--- src/rtl/da_fir_serial_if.sv ---
// Handshake and result bundle for the bit-serial distributed-arithmetic FIR.
// The source drives the master side and the filter sits on the slave side.
interface da_fir_serial_if #(
    parameter int unsigned W_IN  = 4,
    parameter int unsigned W_OUT = 11,
    parameter int unsigned W_LUT = 7
);
    logic              in_valid;
    logic              in_ready;
    logic [W_IN-1:0]   x_in;
    logic              y_valid;
    logic [W_OUT-1:0]  y;
    logic [W_LUT-1:0]  lut;
    logic              busy;

    modport master (output in_valid, x_in,
                    input  in_ready, y_valid, y, lut, busy);
    modport slave  (input  in_valid, x_in,
                    output in_ready, y_valid, y, lut, busy);
endinterface

--- src/rtl/da_fir_serial.sv ---
// Bit-serial distributed-arithmetic FIR without a lookup table: the partial-product
// sum of the current bit-slice is formed by a combinational coefficient adder.
module da_fir_serial #(
    parameter int unsigned              TAPS   = 4,
    parameter int unsigned              W_IN   = 4,
    parameter int unsigned              W_COEF = 5,
    parameter logic [TAPS*W_COEF-1:0]   COEF   = {5'd3, 5'd12, 5'd12, 5'd3},
    parameter bit                       SIGNED = 1'b0,
    parameter int unsigned              W_OUT  = 11
) (
    input  logic           clk,
    input  logic           reset,
    da_fir_serial_if.slave bus
);
    localparam int unsigned TAP_W = $clog2(TAPS);
    localparam int unsigned LUT_W = W_COEF + TAP_W;
    localparam int unsigned ACC_W = W_IN + W_COEF + TAP_W + 1;
    localparam int unsigned CNT_W = $clog2(W_IN);

    typedef enum logic [1:0] {IDLE, SHIFT, DONE} state_t;

    state_t             state, state_nxt;
    logic [W_IN-1:0]    taps   [TAPS];
    logic [W_IN-1:0]    shadow [TAPS];
    logic [ACC_W-1:0]   acc;
    logic [CNT_W-1:0]   count;
    logic [W_OUT-1:0]   y_q;
    logic               y_valid_q;

    logic               in_ready_c, busy_c, accept_c, shift_c, done_c, last_c;
    logic [LUT_W-1:0]   coef_ext [TAPS];
    logic [LUT_W-1:0]   lut_c;
    logic [ACC_W-1:0]   lut_ext_c, term_c;

    // Coefficients widened once to the adder width (sign-extended in signed mode)
    for (genvar j = 0; j < TAPS; j++) begin : g_coef
        localparam logic [W_COEF-1:0] C = COEF[j*W_COEF +: W_COEF];
        assign coef_ext[j] = {{TAP_W{SIGNED & C[W_COEF-1]}}, C};
    end

    assign last_c = (count == CNT_W'(W_IN - 1));

    always_ff @(posedge clk) begin
        if (reset) state <= IDLE;
        else       state <= state_nxt;
    end

    always_comb begin
        state_nxt = state;
        case (state)
            IDLE:    if (bus.in_valid) state_nxt = SHIFT;
            SHIFT:   if (last_c)       state_nxt = DONE;
            DONE:                      state_nxt = IDLE;
            default:                   state_nxt = IDLE;
        endcase
    end

    always_comb begin
        in_ready_c = 1'b0;
        busy_c     = 1'b0;
        accept_c   = 1'b0;
        shift_c    = 1'b0;
        done_c     = 1'b0;
        case (state)
            IDLE: begin
                in_ready_c = 1'b1;
                accept_c   = bus.in_valid;
            end
            SHIFT: begin
                busy_c  = 1'b1;
                shift_c = 1'b1;
            end
            DONE: begin
                busy_c = 1'b1;
                done_c = 1'b1;
            end
            default: ;
        endcase
    end

    // Coefficient adder over the current LSB of every shadow copy
    always_comb begin
        lut_c = '0;
        for (int j = 0; j < int'(TAPS); j++) begin
            if (shadow[j][0]) lut_c = lut_c + coef_ext[j];
        end
    end

    assign lut_ext_c = {{(ACC_W-LUT_W){SIGNED & lut_c[LUT_W-1]}}, lut_c};
    assign term_c    = lut_ext_c << count;

    always_ff @(posedge clk) begin
        if (reset) begin
            for (int j = 0; j < int'(TAPS); j++) begin
                taps[j]   <= '0;
                shadow[j] <= '0;
            end
            acc       <= '0;
            count     <= '0;
            y_q       <= '0;
            y_valid_q <= 1'b0;
        end else begin
            y_valid_q <= 1'b0;
            if (accept_c) begin
                taps[0]   <= bus.x_in;
                shadow[0] <= bus.x_in;
                for (int j = 1; j < int'(TAPS); j++) begin
                    taps[j]   <= taps[j-1];
                    shadow[j] <= taps[j-1];
                end
                acc   <= '0;
                count <= '0;
            end
            if (shift_c) begin
                // The sign bit of a two's-complement sample carries negative weight
                acc <= (SIGNED && last_c) ? acc - term_c : acc + term_c;
                for (int j = 0; j < int'(TAPS); j++) shadow[j] <= shadow[j] >> 1;
                count <= count + CNT_W'(1);
            end
            if (done_c) begin
                y_q       <= SIGNED ? W_OUT'($signed(acc)) : W_OUT'(acc);
                y_valid_q <= 1'b1;
            end
        end
    end

    assign bus.in_ready = in_ready_c;
    assign bus.busy     = busy_c;
    assign bus.lut      = lut_c;
    assign bus.y        = y_q;
    assign bus.y_valid  = y_valid_q;
endmodule
--- src/flat_wrapper.sv ---
// flat-port wrapper written by rule: the top's interface ports become plain ports
module da_fir_serial_flat 
#(
    parameter int unsigned              TAPS   = 4,
    parameter int unsigned              W_IN   = 4,
    parameter int unsigned              W_COEF = 5,
    parameter logic [TAPS*W_COEF-1:0]   COEF   = {5'd3, 5'd12, 5'd12, 5'd3},
    parameter bit                       SIGNED = 1'b0,
    parameter int unsigned              W_OUT  = 11
)
  (clk, reset, bus_in_valid, bus_x_in, bus_in_ready, bus_y_valid, bus_y, bus_lut, bus_busy);
  da_fir_serial_if #(.W_IN(W_IN), .W_OUT(W_OUT)) bus_i ();
  input  logic clk;
  input  logic reset;
  input wire logic [$bits(bus_i.in_valid)-1:0] bus_in_valid;
  input wire logic [$bits(bus_i.x_in)-1:0] bus_x_in;
  output wire logic [$bits(bus_i.in_ready)-1:0] bus_in_ready;
  output wire logic [$bits(bus_i.y_valid)-1:0] bus_y_valid;
  output wire logic [$bits(bus_i.y)-1:0] bus_y;
  output wire logic [$bits(bus_i.lut)-1:0] bus_lut;
  output wire logic [$bits(bus_i.busy)-1:0] bus_busy;
  assign bus_i.in_valid = bus_in_valid;
  assign bus_i.x_in = bus_x_in;
  assign bus_in_ready = bus_i.in_ready;
  assign bus_y_valid = bus_i.y_valid;
  assign bus_y = bus_i.y;
  assign bus_lut = bus_i.lut;
  assign bus_busy = bus_i.busy;
  da_fir_serial #(.TAPS(TAPS), .W_IN(W_IN), .W_COEF(W_COEF), .COEF(COEF), .SIGNED(SIGNED), .W_OUT(W_OUT)) u_core (.clk(clk), .reset(reset), .bus(bus_i));
endmodule
--- config.mk ---
export PLATFORM = sky130hd
export DESIGN_NAME = da_fir_serial_flat
export DESIGN_NICKNAME = d
export VERILOG_FILES = /design/src/rtl/da_fir_serial_if.sv /design/src/rtl/da_fir_serial.sv /design/src/flat_wrapper.sv
export SDC_FILE = /design/constraint.sdc
export NUM_CORES = 1
export LEC_CHECK = 0
export ABC_CLOCK_PERIOD_IN_PS = 5100
export CORE_AREA = 2 2 88 90
export CTS_BUF_LIST = sky130_fd_sc_hd__clkbuf_8
export CTS_CLUSTER_DIAMETER = 80
export CTS_CLUSTER_SIZE = 25
export DETAILED_ROUTE_END_ITERATION = 16
export DIE_AREA = 0 0 90 92
export PLACE_DENSITY_LB_ADDON = 0.3
export RECOVER_POWER = 25
export SYNTH_ARGS = -nofsm -noshare
export SYNTH_HDL_FRONTEND = slang
export SYNTH_SLANG_ARGS = --single-unit
--- constraint.sdc ---
create_clock -name clk -period 5.1 [get_ports clk]
set_clock_uncertainty 0.1 [all_clocks]
set_input_delay 1.53 -clock clk [delete_from_list [all_inputs] [get_ports clk]]
set_output_delay 1.53 -clock clk [all_outputs]
set_load 0.005 [all_outputs]
==> results_dict.tcl <==
set metrics [dict create \
    timing.final.crit_share_pct 80.0 \
    relSlewSlack_pct 31.9 \
    antenna_found_initial 0 \
    core_area_mm2 0.00745 \
    cp-end-kind "flop" \
    routed_wl_um 5610 \
    path_clk_slew_ns 0.10 \
    syn_inst 267 \
    ctsResizeCount 0 \
    cts_tree "yes" \
    p_leak_nw 1.32 \
    finalInstanceArea_mm2 0.00326 \
    syn-num-nets 295 \
    setup_viol 0 \
    seq_area_mm2 0.00136 \
    cts.sinks 55 \
    tightestPinTransition_ns 1.02 \
    hold_path_end "u_core.acc[5]" \
    critPathMaxFanout 22 \
    layout_min_cycle_time_ns 4.08 \
    place_area_mm2 0.00317 \
    overflow 0 \
    drt_first_iter_violations 99 \
    setup_tns_ns 0 \
    via_count 1947 \
    h-tree-depth 2 \
    yosysSeqAreaShare_pct 48.2 \
    peakVddDrop_mv 0.136 \
    cp.required_ns 5.03 \
    status "complete, no violations" \
    die_h_um 92 \
    root_buffer "clkbuf_8" \
    reg2reg_depth 10 \
    io_pins 28 \
    rsz0062_at_grt "no" \
    syn-cell-area_mm2 0.00283 \
    hpwl_um 4150 \
    globalplace.congestion 0.918 \
    grt_usage_pct 13.8 \
    cts_hold_buf 0 \
    nNetsFinal 319 \
    first_global_vias 1768 \
    route.detailed.drc 0 \
    arrival_ns 4.01 \
    critPathMaxStageDelay_ns 0.58 \
    hold_path_class "reg -> reg" \
    grt_first_pass_wirelength_um 9050 \
    critPathMostFrequentCell "inv_1" \
    slew_viol_final 0 \
    grt_max_degree 23 \
    fill_cells 736 \
    crit_type "in -> reg" \
    dieArea_mm2 0.00828 \
    crit_family "buffers and inverters" \
    avgSynthCellArea_um2 10.6 \
    finalHoldViolCount 0 \
    clk_latency_ns 0.32 \
    finalPower_mw 0.929 \
    drive_gt1_share_pct 7.53 \
    cts_setup_buffers 0 \
    die_w_um 90 \
    async_reset_ff_share_pct 0 \
    power_density_mw_per_mm2 285 \
    synth_edf_count 26 \
    hp-start "u_core.acc[5]" \
    path_buf_inv 4 \
    synth_seq_cells 55 \
    yosysUniqueCellTypes 48 \
    rr_startpoint "u_core.shadow[2][0]" \
    reg2reg_to "u_core.acc[7]" \
    cap_violations 0 \
    io_buffers 26 \
    cts_buffer_depth 2 \
    diodes 0 \
    fmax_mhz 245 \
    whs_path_depth 2 \
    slowest_stage "nor2_2" \
    numCtsBuffers 5 \
    reg2reg_setup_slack_ns 1.78 \
    yosys_warnings 0 \
    floorplan.initialDensity_pct 38.0 \
    row_count 32 \
    wl_per_cell_um 14.2 \
    path_cells "dlygate4sd3_1 > clkbuf_1 > a21oi_2 > inv_1 > nor2_2 > inv_1" \
    detail-route-antenna-nets 0 \
    syn2layout_area_growth_pct 15.4 \
    worstSetupStartpointType "input port" \
    drtPass1Iterations 4 \
    via_per_inst 4.94 \
    synthFlopType "dfxtp_1" \
    multi_input_area_mm2 0.00134 \
]
==> synthesized netlist by cell type (3+ instances only) <==
cell      count  area (um2)
a31o_2        4        35.0
nand2b_1      3        18.8
fa_1          3        60.1
mux2_2        4        45.0
ha_1         18         225
nor3_1        4        20.0
o21ai_0      12        60.1
mux2i_1      17         170
and3_1        4        25.0
and2_1       11        68.8
edfxtp_1     26         781
a21oi_1      11        55.1
nor2_1       26        97.6
buf_2         4        20.0
xor2_1        3        26.3
inv_1        19        71.3
dfxtp_1      29         581
a22o_1       11        96.3
a21o_1        4        30.0
nand2_1      17        63.8
a211oi_1      3        22.5
nor2b_1       3        18.8
==> cell usage in the layout, fill, tap and decap left out, types with 5 or more instances in the layout <==
cell type         n
dfxtp_1          29
nand2_1          17
dlygate4sd3_1    10
clkdlybuf4s50_1  16
o21ai_0          12
mux2i_1          17
nor2_1           26
a22o_1           11
and2_1           11
a21oi_1          11
ha_1             18
inv_1            19
clkbuf_8          5
edfxtp_1         26
==> report_power, final <==
part | switching (mW) | total, mW | leakage, nW | internal, mW
Clock | 0.153 | 0.252 | 0.0443 | 0.0986
Sequential | 0.0219 | 0.515 | 0.521 | 0.493
Combinational | 0.0895 | 0.162 | 0.757 | 0.0728
Total | 0.264 | 0.929 | 1.32 | 0.665
==> metrics by stage <==
step	instances	worst slack, ns	hold WS, ns	utilization [%]
2_1_floorplan	267	2.08	0.353	-
3_3_place_gp	386	1.23	0.378	42.6
3_5_place_dp	386	1.17	0.384	42.6
4_1_cts	394	1.29	0.399	43.8
5_1_grt	394	0.777	0.421	43.8
6_report	394	1.02	0.394	43.8
==> logic make-up (layout without fill, tap and decap cells) <==
family                   Yosys count  after routing  synth area share (%)
adder cells (fa/ha/maj)           21             21                  10.1
flip-flops                        55             55                  48.2
XOR/XNOR                           5              5                  1.55
multiplexers                      22             22                  8.14
other                              1              1                 0.133
AND/OR/NAND/NOR                   76             76                  13.2
buffers and inverters             29             54                  4.34
AO/OA/AOI/OAI                     58             58                  14.3
==> how the worst max path moves through the flow <==
stage / from / to / slack (ns) / cells after the start
finish: reset / u_core.shadow[1][1] / 1.02 / 6
global route: reset / u_core.shadow[1][1] / 0.78 / 6
CTS: u_core.shadow[2][0] / bus_lut[5] / 1.29 / 6
detailed placement: reset / u_core.shadow[1][0] / 1.17 / 6
global placement: reset / u_core.shadow[1][0] / 1.23 / 6
floorplan: u_core.shadow[2][0] / u_core.acc[7] / 2.08 / 10
==> layout make-up <==
| class | instances | share of cell area (%) |
|---|---|---|
| Timing Repair Buffer | 27 | 8.10 |
| Clock buffer | 5 | 2.11 |
| Tap cell | 102 | 3.91 |
| Multi-Input combinational cell | 183 | 41.2 |
| Sequential cell | 55 | 41.7 |
| Inverter | 19 | 2.19 |
| Clock inverter | 3 | 0.767 |
==> layer usage <==
metal	share of wire, %	up-vias	GRT usage, %
met5	0	-	0
met4	1.1	0	5.38
met3	4.0	6	2.79
met2	43	39	21.2
met1	52	909	19.3
li1	-	993	-
==> state kept, by name, indices dropped and copies added, names as in the netlist <==
| register | flops |
|---|---|
| u_core.state | 2 |
| u_core.bus.y | 11 |
| u_core.acc | 11 |
| u_core.count | 2 |
| u_core.taps | 12 |
| u_core.bus.y_valid | 1 |
| u_core.shadow | 16 |
==> worst reg2reg max path, stage by stage (launching register included) <==
cell and delay, ns:
edfxtp_1 0.51, fa_1 0.46, mux2_4 0.28, mux2_2 0.28
mux2_2 0.27, ha_1 0.36, a21o_1 0.21, a31o_2 0.23
o21bai_1 0.23, and3_1 0.21, o31ai_2 0.06
Power figures use the tool's default switching activity.
